===== config.mk =====
export PLATFORM = sky130hd
export DESIGN_NAME = cache_mem_arb
export DESIGN_NICKNAME = d
export VERILOG_FILES = /design/src/rtl/cache_pkg.sv /design/src/rtl/cache_mem_rtn_pipe.sv /design/src/rtl/cache_mem_arb.sv
export SDC_FILE = /design/constraint.sdc
export NUM_CORES = 1
export LEC_CHECK = 0
export CAP_MARGIN = 20
export CORE_AREA = 4 4 90 92
export DETAILED_ROUTE_END_ITERATION = 7
export DIE_AREA = 0 0 94 96
export PLACE_DENSITY = 0.77
export SLEW_MARGIN = 40
export SYNTH_ARGS = -nofsm -noshare
export SYNTH_HDL_FRONTEND = slang
export SYNTH_SLANG_ARGS = --single-unit

===== constraint.sdc =====
create_clock -name clk -period 2.45 [get_ports clk]
set_input_delay 0.49 -clock clk [delete_from_list [all_inputs] [get_ports clk]]
set_output_delay 0.49 -clock clk [all_outputs]
set_load 0.02 [all_outputs]

===== src/rtl/cache_pkg.sv =====
// Shared types and helpers for the cache data SRAM arbiter and its return pipe.
package cache_pkg;

  typedef enum logic [1:0] {
    OWN_NONE = 2'd0,
    OWN_RD   = 2'd1,
    OWN_WR   = 2'd2,
    OWN_FE   = 2'd3
  } mem_owner_t;

  // Read priority encoding; anything other than PRI_NORM is urgent.
  localparam logic [1:0] PRI_NORM = 2'b00;
  localparam logic [1:0] PRI_URG  = 2'b01;

  typedef struct packed {
    logic       valid;
    mem_owner_t owner;
  } rtn_ent_t;

  function automatic int calc_aw(input int depth, input int width);
    return $clog2(depth) + $clog2(width);
  endfunction

endpackage


===== src/rtl/cache_mem_rtn_pipe.sv =====
// Fixed-latency shift register tracking which requester owns each in-flight SRAM read.
module cache_mem_rtn_pipe
  import cache_pkg::*;
#(
  parameter int rd_lat = 1
) (
  input  logic     clk,
  input  logic     rst_n,
  input  rtn_ent_t push,
  output rtn_ent_t pop
);

  rtn_ent_t stage [rd_lat];

  always_ff @(posedge clk or negedge rst_n) begin
    if (!rst_n) begin
      for (int i = 0; i < rd_lat; i++) stage[i] <= '0;
    end else begin
      stage[0] <= push;
      for (int i = 1; i < rd_lat; i++) stage[i] <= stage[i-1];
    end
  end

  assign pop = stage[rd_lat-1];

endmodule


===== src/rtl/cache_mem_arb.sv =====
// Single-port cache data SRAM arbiter: one grant per cycle among read, write and
// fetch requesters, with starvation promotion and routing of read return data.
module cache_mem_arb
  import cache_pkg::*;
#(
  parameter  int data_width   = 32,
  parameter  int list_depth   = 4,
  parameter  int list_width   = 32,
  parameter  int rd_lat       = 1,
  parameter  int starve_limit = 8,
  localparam int AW           = calc_aw(list_depth, list_width)
) (
  input  logic                  clk,
  input  logic                  rst_n,
  input  logic                  rd_ren,
  input  logic [AW-1:0]         rd_raddr,
  input  logic [1:0]            rd_rpri,
  output logic                  rd_rready,
  output logic [data_width-1:0] rd_rdata,
  output logic                  rd_rdata_valid,
  input  logic                  wr_wen,
  input  logic [AW-1:0]         wr_waddr,
  input  logic [data_width-1:0] wr_wdata,
  output logic                  wr_wready,
  input  logic                  fe_req,
  input  logic                  fe_we,
  input  logic [AW-1:0]         fe_addr,
  input  logic [data_width-1:0] fe_wdata,
  output logic                  fe_ready,
  output logic [data_width-1:0] fe_rdata,
  output logic                  fe_rdata_valid,
  output logic                  sram_ce,
  output logic                  sram_we,
  output logic [AW-1:0]         sram_addr,
  output logic [data_width-1:0] sram_wdata,
  input  logic [data_width-1:0] sram_rdata
);

  localparam int            WW   = $clog2(starve_limit + 1);
  localparam logic [WW-1:0] SLIM = WW'(starve_limit);

  logic [WW-1:0] rd_wait;
  logic [WW-1:0] wr_wait;
  logic          rr;
  logic          rd_starved;
  logic          wr_starved;
  mem_owner_t    grant;
  rtn_ent_t      rtn_push;
  rtn_ent_t      rtn_pop;

  // A counter can still read SLIM the cycle its request drops, so qualify with the request.
  assign rd_starved = rd_ren && (rd_wait == SLIM);
  assign wr_starved = wr_wen && (wr_wait == SLIM);

  always_comb begin
    grant = OWN_NONE;
    if (rd_starved && wr_starved)      grant = rr ? OWN_WR : OWN_RD;
    else if (rd_starved)               grant = OWN_RD;
    else if (wr_starved)               grant = OWN_WR;
    else if (fe_req)                   grant = OWN_FE;
    else if (rd_ren && (rd_rpri != PRI_NORM)) grant = OWN_RD;
    else if (rd_ren && wr_wen)         grant = rr ? OWN_WR : OWN_RD;
    else if (rd_ren)                   grant = OWN_RD;
    else if (wr_wen)                   grant = OWN_WR;
  end

  assign rd_rready = (grant == OWN_RD);
  assign wr_wready = (grant == OWN_WR);
  assign fe_ready  = (grant == OWN_FE);

  always_comb begin
    sram_ce    = 1'b0;
    sram_we    = 1'b0;
    sram_addr  = '0;
    sram_wdata = '0;
    case (grant)
      OWN_RD: begin
        sram_ce   = 1'b1;
        sram_addr = rd_raddr;
      end
      OWN_WR: begin
        sram_ce    = 1'b1;
        sram_we    = 1'b1;
        sram_addr  = wr_waddr;
        sram_wdata = wr_wdata;
      end
      OWN_FE: begin
        sram_ce    = 1'b1;
        sram_we    = fe_we;
        sram_addr  = fe_addr;
        sram_wdata = fe_we ? fe_wdata : '0;
      end
      default: ;
    endcase
  end

  always_ff @(posedge clk or negedge rst_n) begin
    if (!rst_n) begin
      rd_wait <= '0;
      wr_wait <= '0;
      rr      <= 1'b0;
    end else begin
      if (!rd_ren || rd_rready)  rd_wait <= '0;
      else if (rd_wait != SLIM)  rd_wait <= rd_wait + 1'b1;

      if (!wr_wen || wr_wready)  wr_wait <= '0;
      else if (wr_wait != SLIM)  wr_wait <= wr_wait + 1'b1;

      if (rd_rready)      rr <= 1'b1;
      else if (wr_wready) rr <= 1'b0;
    end
  end

  always_comb begin
    rtn_push.valid = rd_rready || (fe_ready && !fe_we);
    rtn_push.owner = rd_rready ? OWN_RD : (rtn_push.valid ? OWN_FE : OWN_NONE);
  end

  cache_mem_rtn_pipe #(
    .rd_lat (rd_lat)
  ) u_rtn_pipe (
    .clk   (clk),
    .rst_n (rst_n),
    .push  (rtn_push),
    .pop   (rtn_pop)
  );

  // Data outputs are held at zero outside valid cycles so idle outputs read 0.
  assign rd_rdata_valid = rtn_pop.valid && (rtn_pop.owner == OWN_RD);
  assign fe_rdata_valid = rtn_pop.valid && (rtn_pop.owner == OWN_FE);
  assign rd_rdata       = rd_rdata_valid ? sram_rdata : '0;
  assign fe_rdata       = fe_rdata_valid ? sram_rdata : '0;

endmodule


==> flow_summary.ini, run 1 <==
[route]
vias = 2862
routed_wl_um = 10200
via_per_inst = 4.80
dr.pass1.iters = 4
wl_per_cell_um = 17.1
route.detailed.drc = 0
drt_iter0_drc = 119
postRouteAntennaNets = 0

[logic_synthesis]
syn_area_um2 = 1670
synth_common_cells = and2_1 (35), and3_1 (33), a22o_1 (32)
synth_warnings = 0
synth-edff-count = 0
synth.net_count = 349
async_flop_share_pct = 100
yosys-top-cells-area = a22o_1 (17%), dfrtp_1 (17%), and2_1 (13%)
synthCells = 220
synth.distinct_cells = 37
synth_most_common_cell = and2_1
yosys.area.top_type = a22o_1
syn-mean-instance-area_um2 = 7.58
synth_seq_area_share_pct = 16.5
synth_top_area_share_pct = 16.8
synthFlopType = dfrtp_1
ys_ff_latch = 11

[sta]
setup_tns_ps = -2480
period_needed_ps = 2550
worst_pin_slew_ps = 534
final.setup_skew_ps = 0.853
setup_violations = 38
drv_slew = 0
worst_slack_ps = -100
report.final.hold_viol_count = 0
hold_ws_ps = 582
rsz0062_at_grt = true
slew_headroom_pct = 63.9
timing.fmax_mhz = 392
finalCritPeriodShare_pct = 104

[layout]
stdcell_count = 596
seq_area_um2 = 275
multi_input_comb_area_um2 = 1350
syn_to_final_growth_pct = 190
finalNetCount = 626
drive_above_1_share_pct = 26.4
final_core_util_pct = 66.9
num-fill-cells = 607

[placed_design]
dp.cells = 572
gp_congestion = 0.873
dp_hpwl_um = 8060
io_buffer_count = 234

[clocking]
numCtsBuffers = 3
clk_latency_ps = 240
cts_tree = yes
clock_sinks = 11
cts_root_buf = clkbuf_8
clockBufferDepth = 2
htree_levels = 1
path_clk_slew_ps = 50

[global_routing]
grt_max_degree = 34
antenna_found_initial = 0
track_usage_pct = 20.0
first_global_vias = 2920
grt_pass1_wl_um = 14200
grt_overflow = 0

[critical_path]
start_kind = register
crit_fanout = 8
crit_type = register to output pin
crit_start = rd_wait[0]
reg2reg_from = wr_wait[1]
required_ps = 1960
cp-end-kind = output pin
critPathArrivalTime_ps = 2060

[floorplanning]
ios = 235
row_count = 31
dieWidth_um = 94
dieArea_um2 = 9020
initial_core_util_pct = 23.1
chipHeight_um = 96
core-area_um2 = 7210

[min_path]
min_from = rd_wait[0]
min_path_type = register to register

[pwr]
switching_share_pct = 35.1
p_switching_w = 0.000444
clockPowerShare_pct = 14.8
pwr-share-comb_pct = 69.4
power.total_w = 0.00127
seqPwrFrac_pct = 15.8
ir_worst_vdd_mv = 0.144
power_density_nw_per_um2 = 262
p_int_w = 0.000822
p_leak_nw = 2.15

[run]
max_cap_violations = 0

[outcome]
status = finished with violations
violations = setup timing
power by group through the flow:
| stage | logic, W | registers (W) | clock network, W |
|---|---|---|---|
| final | 0.000878 | 0.000201 | 0.000187 |
| after global routing | 0.000934 | 0.000202 | 0.000192 |
| after CTS | 0.000863 | 0.000200 | 0.000186 |
| after detailed placement | 0.000797 | 0.000203 | 0 |
| after global placement | 0.000788 | 0.000202 | 0 |
| after floorplan | 0.000301 | 0.000208 | 0 |
state kept, by name, indices dropped and copies added, names as in the netlist:
name,count
rd_wait,4
wr_wait,4
u_rtn_pipe.pop,2
rr,1
cell type report:
cell class / instances / share of cell area [%]
diodes: 1 / 0.0518
clock buffers: 4 / 0.933
inverters: 9 / 0.699
multi-input cells: 179 / 28.0
flip-flops and latches: 11 / 5.70
well taps: 99 / 2.56
repair buffers: 293 / 62.0
per-layer routing:
| metal | up-vias | global-route usage (%) | share of wire (%) |
|---|---|---|---|
| met1 | 1288 | 21.7 | 35 |
| met4 | 0 | 5.66 | 1.9 |
| met2 | 180 | 37.9 | 52 |
| met3 | 15 | 5.47 | 11 |
| li1 | 1379 | - | - |
| met5 | - | 0 | 0 |
metrics by stage:
stage | instance area [um2] | setup WS [ps]
global placement | 4360 | -798
CTS | 4720 | -136
finish | 4830 | -100
global route | 4830 | -156
detailed placement | 4360 | -822
floorplan | 1670 | 78.5
worst max-delay path, cell delays in order (launching register included):
cell,delay (ps)
dfrtp_1,380
inv_1,60
ha_2,170
nand4b_1,170
buf_4,200
buf_6,110
and3_4,210
clkbuf_16,180
a22o_1,200
buf_6,140
what timing repair did:
item / 4_1_cts / 5_1_grt
hold buffers: 0 / 0
gates resized for setup: 284 / 11
setup buffers: 11 / 1
pin swaps: 42 / 11
setup endpoints to repair: 44 / 42
cloned: 5 / 4
worst paths after layout:
check	to	slack, ps	cells after the start
worst min register to register	rd_wait[0]	580	2
min in group asynchronous	rr	590	1
worst max-delay path	sram_wdata[5]	-100	9
worst min-delay path	rd_wait[0]	580	2
max in group asynchronous	wr_wait[0]	1520	1
worst max register to register	rd_wait[3]	610	9
logic make-up after synthesis:
logic type	Yosys count	share of synthesized area, %
compound gates	65	31.4
xor+xnor	4	2.10
fa+ha+maj	4	3.00
buf+inv	30	8.56
flops	11	16.5
simple gates	106	38.4
cell usage in the layout (no fill, tap or decap), types with 3 or more instances in the layout:
master           netlist  final
nor3_1                 4      4
o211ai_1               7      7
inv_1                  9      7
buf_6                  3     39
buf_4                  0     51
nand3_1               13      6
clkbuf_16              0      4
nand2_1                4      3
nand3_2                0      7
a22oi_1                7      7
clkbuf_8               0      3
dfrtp_1               11     11
clkdlybuf4s50_1        0    186
a22o_1                32     32
buf_16                 0      4
and3_1                33     32
nor2_1                 4      3
and2_1                35     33
dlygate4sd2_1          0      3
o21ai_0               10      9
Power figures use the tool's default switching activity.
==> run 2: changes to the inputs <==
--- a/config.mk
+++ b/config.mk
@@ -9,6 +9,7 @@
 export CORE_AREA = 4 4 90 92
 export DETAILED_ROUTE_END_ITERATION = 7
 export DIE_AREA = 0 0 94 96
+export GPL_TIMING_DRIVEN = 0
 export PLACE_DENSITY = 0.77
 export SLEW_MARGIN = 40
 export SYNTH_ARGS = -nofsm -noshare
==> flow_summary.ini, run 2 (synthesis gave the netlist of run 1 again) <==
[outcome]
status = finished with violations
violations = setup timing

[route]
routed_wl_um = 9830
via_per_inst = 4.87
drt_iter0_drc = 81
route.detailed.drc = 0
dr.pass1.iters = 4
wl_per_cell_um = 17.0
postRouteAntennaNets = 0
vias = 2819

[clocking]
clock_sinks = 11
htree_levels = 1
clockBufferDepth = 2
cts_root_buf = clkbuf_8
clk_latency_ps = 240
numCtsBuffers = 3
path_clk_slew_ps = 50
cts_tree = yes

[placed_design]
dp.cells = 553
io_buffer_count = 234
place_ws_ps = -1180
dp_hpwl_um = 8010
gp_congestion = 0.856

[layout]
syn_to_final_growth_pct = 173
stdcell_count = 579
drive_above_1_share_pct = 22.9
final_core_util_pct = 63.2
diodes = 0
num-fill-cells = 612
final_cell_mix = clkdlybuf4s50_1 (183), buf_6 (48), and2_1 (34)
seq_area_um2 = 278
final_common_cell = clkdlybuf4s50_1
finalNetCount = 610
multi_input_comb_area_um2 = 1370

[global_routing]
antenna_found_initial = 0
first_global_vias = 2849
track_usage_pct = 19.4
grt_max_degree = 12
grt_overflow = 0
grt_pass1_wl_um = 14000

[critical_path]
crit_fanout = 5
cp.buffers_inverters = 4
critPathArrivalTime_ps = 2090
slowest_delay_ps = 400
critical_path.top_delay_family = compound AO/OA/AOI/OAI gates
crit_type = input port to output pin
cp_cell_sequence = buf_2 -> or3b_4 -> a211oi_4 -> o21bai_4 -> buf_6 -> buf_6 -> a22o_1 -> buf_6
required_ps = 1960
slowest_stage = or3b_4
cp-end-kind = output pin
start_kind = input port
crit_top_cell = buf_6

[run]
max_cap_violations = 0

[sta]
slew_headroom_pct = 66.5
worst_pin_slew_ps = 501
rsz0062_at_grt = true
finalCritPeriodShare_pct = 105
worst_slack_ps = -125
setup_violations = 31
timing.fmax_mhz = 388
period_needed_ps = 2580
drv_slew = 0
report.final.hold_viol_count = 0
final.setup_skew_ps = 3.86

[min_path]
min_path_type = register to register

[floorplanning]
chipHeight_um = 96
dieWidth_um = 94
core-area_um2 = 7210
initial_core_util_pct = 23.1
dieArea_um2 = 9020
row_count = 31
ios = 235

[pwr]
p_leak_nw = 2.03
power.total_w = 0.00121
ir_worst_vdd_mv = 0.138
power_density_nw_per_um2 = 265
## run 2: final cells by class
cell class / count / share of cell area, %
timing repair buffer: 260 / 56.9
multi-input combinational: 180 / 30.0
sequential: 11 / 6.09
tap: 99 / 2.72
buffer: 16 / 2.55
clock buffer: 4 / 0.988
inverter: 9 / 0.741
## run 2: layer usage
metal,share of wire [%],vias up,routed length [um],GRT usage (%)
met5,0,-,0,0
met3,11,18,1080,5.32
met4,2.6,0,257,5.66
li1,-,1344,-,-
met2,52,180,5100,36.7
met1,35,1277,3390,20.9
## run 2: final timing paths
path,start,endpoint,slack [ps],depth (start not counted)
worst max register to register,rd_wait[1],wr_wait[3],640,9
worst max-delay path,rd_rpri[1],sram_wdata[3],-130,8
worst min-delay path,wr_wait[1],wr_wait[1],580,2
worst min register to register,wr_wait[1],wr_wait[1],580,2
min in group asynchronous,rst_n,rd_wait[1],590,1
max in group asynchronous,rst_n,u_rtn_pipe.pop[2],1490,1
## run 2: through the flow
step                cell area (um2)  hold slack, ps  setup TNS, ps
finish                         4560             577          -1790
global route                   4560             625          -5330
CTS                            4390             566          -3630
detailed placement             4130             542         -46500
global placement               4130             529         -45560
floorplan                      1670             194              0
## run 2: tightest hold or removal path, delay by kind of cell (launching register included)
kind                   cells  cell delay, ps
flip-flops                 1             380
buffers and inverters      1              80
AO/OA/AOI/OAI              1              70
## run 2: repair_timing
action / CTS / global route
endpoints found under the setup margin: 74 / 70
hold buffers: 0 / 0
gates resized for setup: 282 / 35
gates cloned: 2 / 2
pin swaps: 27 / 13
buffers inserted: 15 / 8
## run 2: power breakdown
group          switching, W  internal (W)
registers         0.0000106      0.000195
clock network     0.0000677      0.000114
logic              0.000348      0.000472
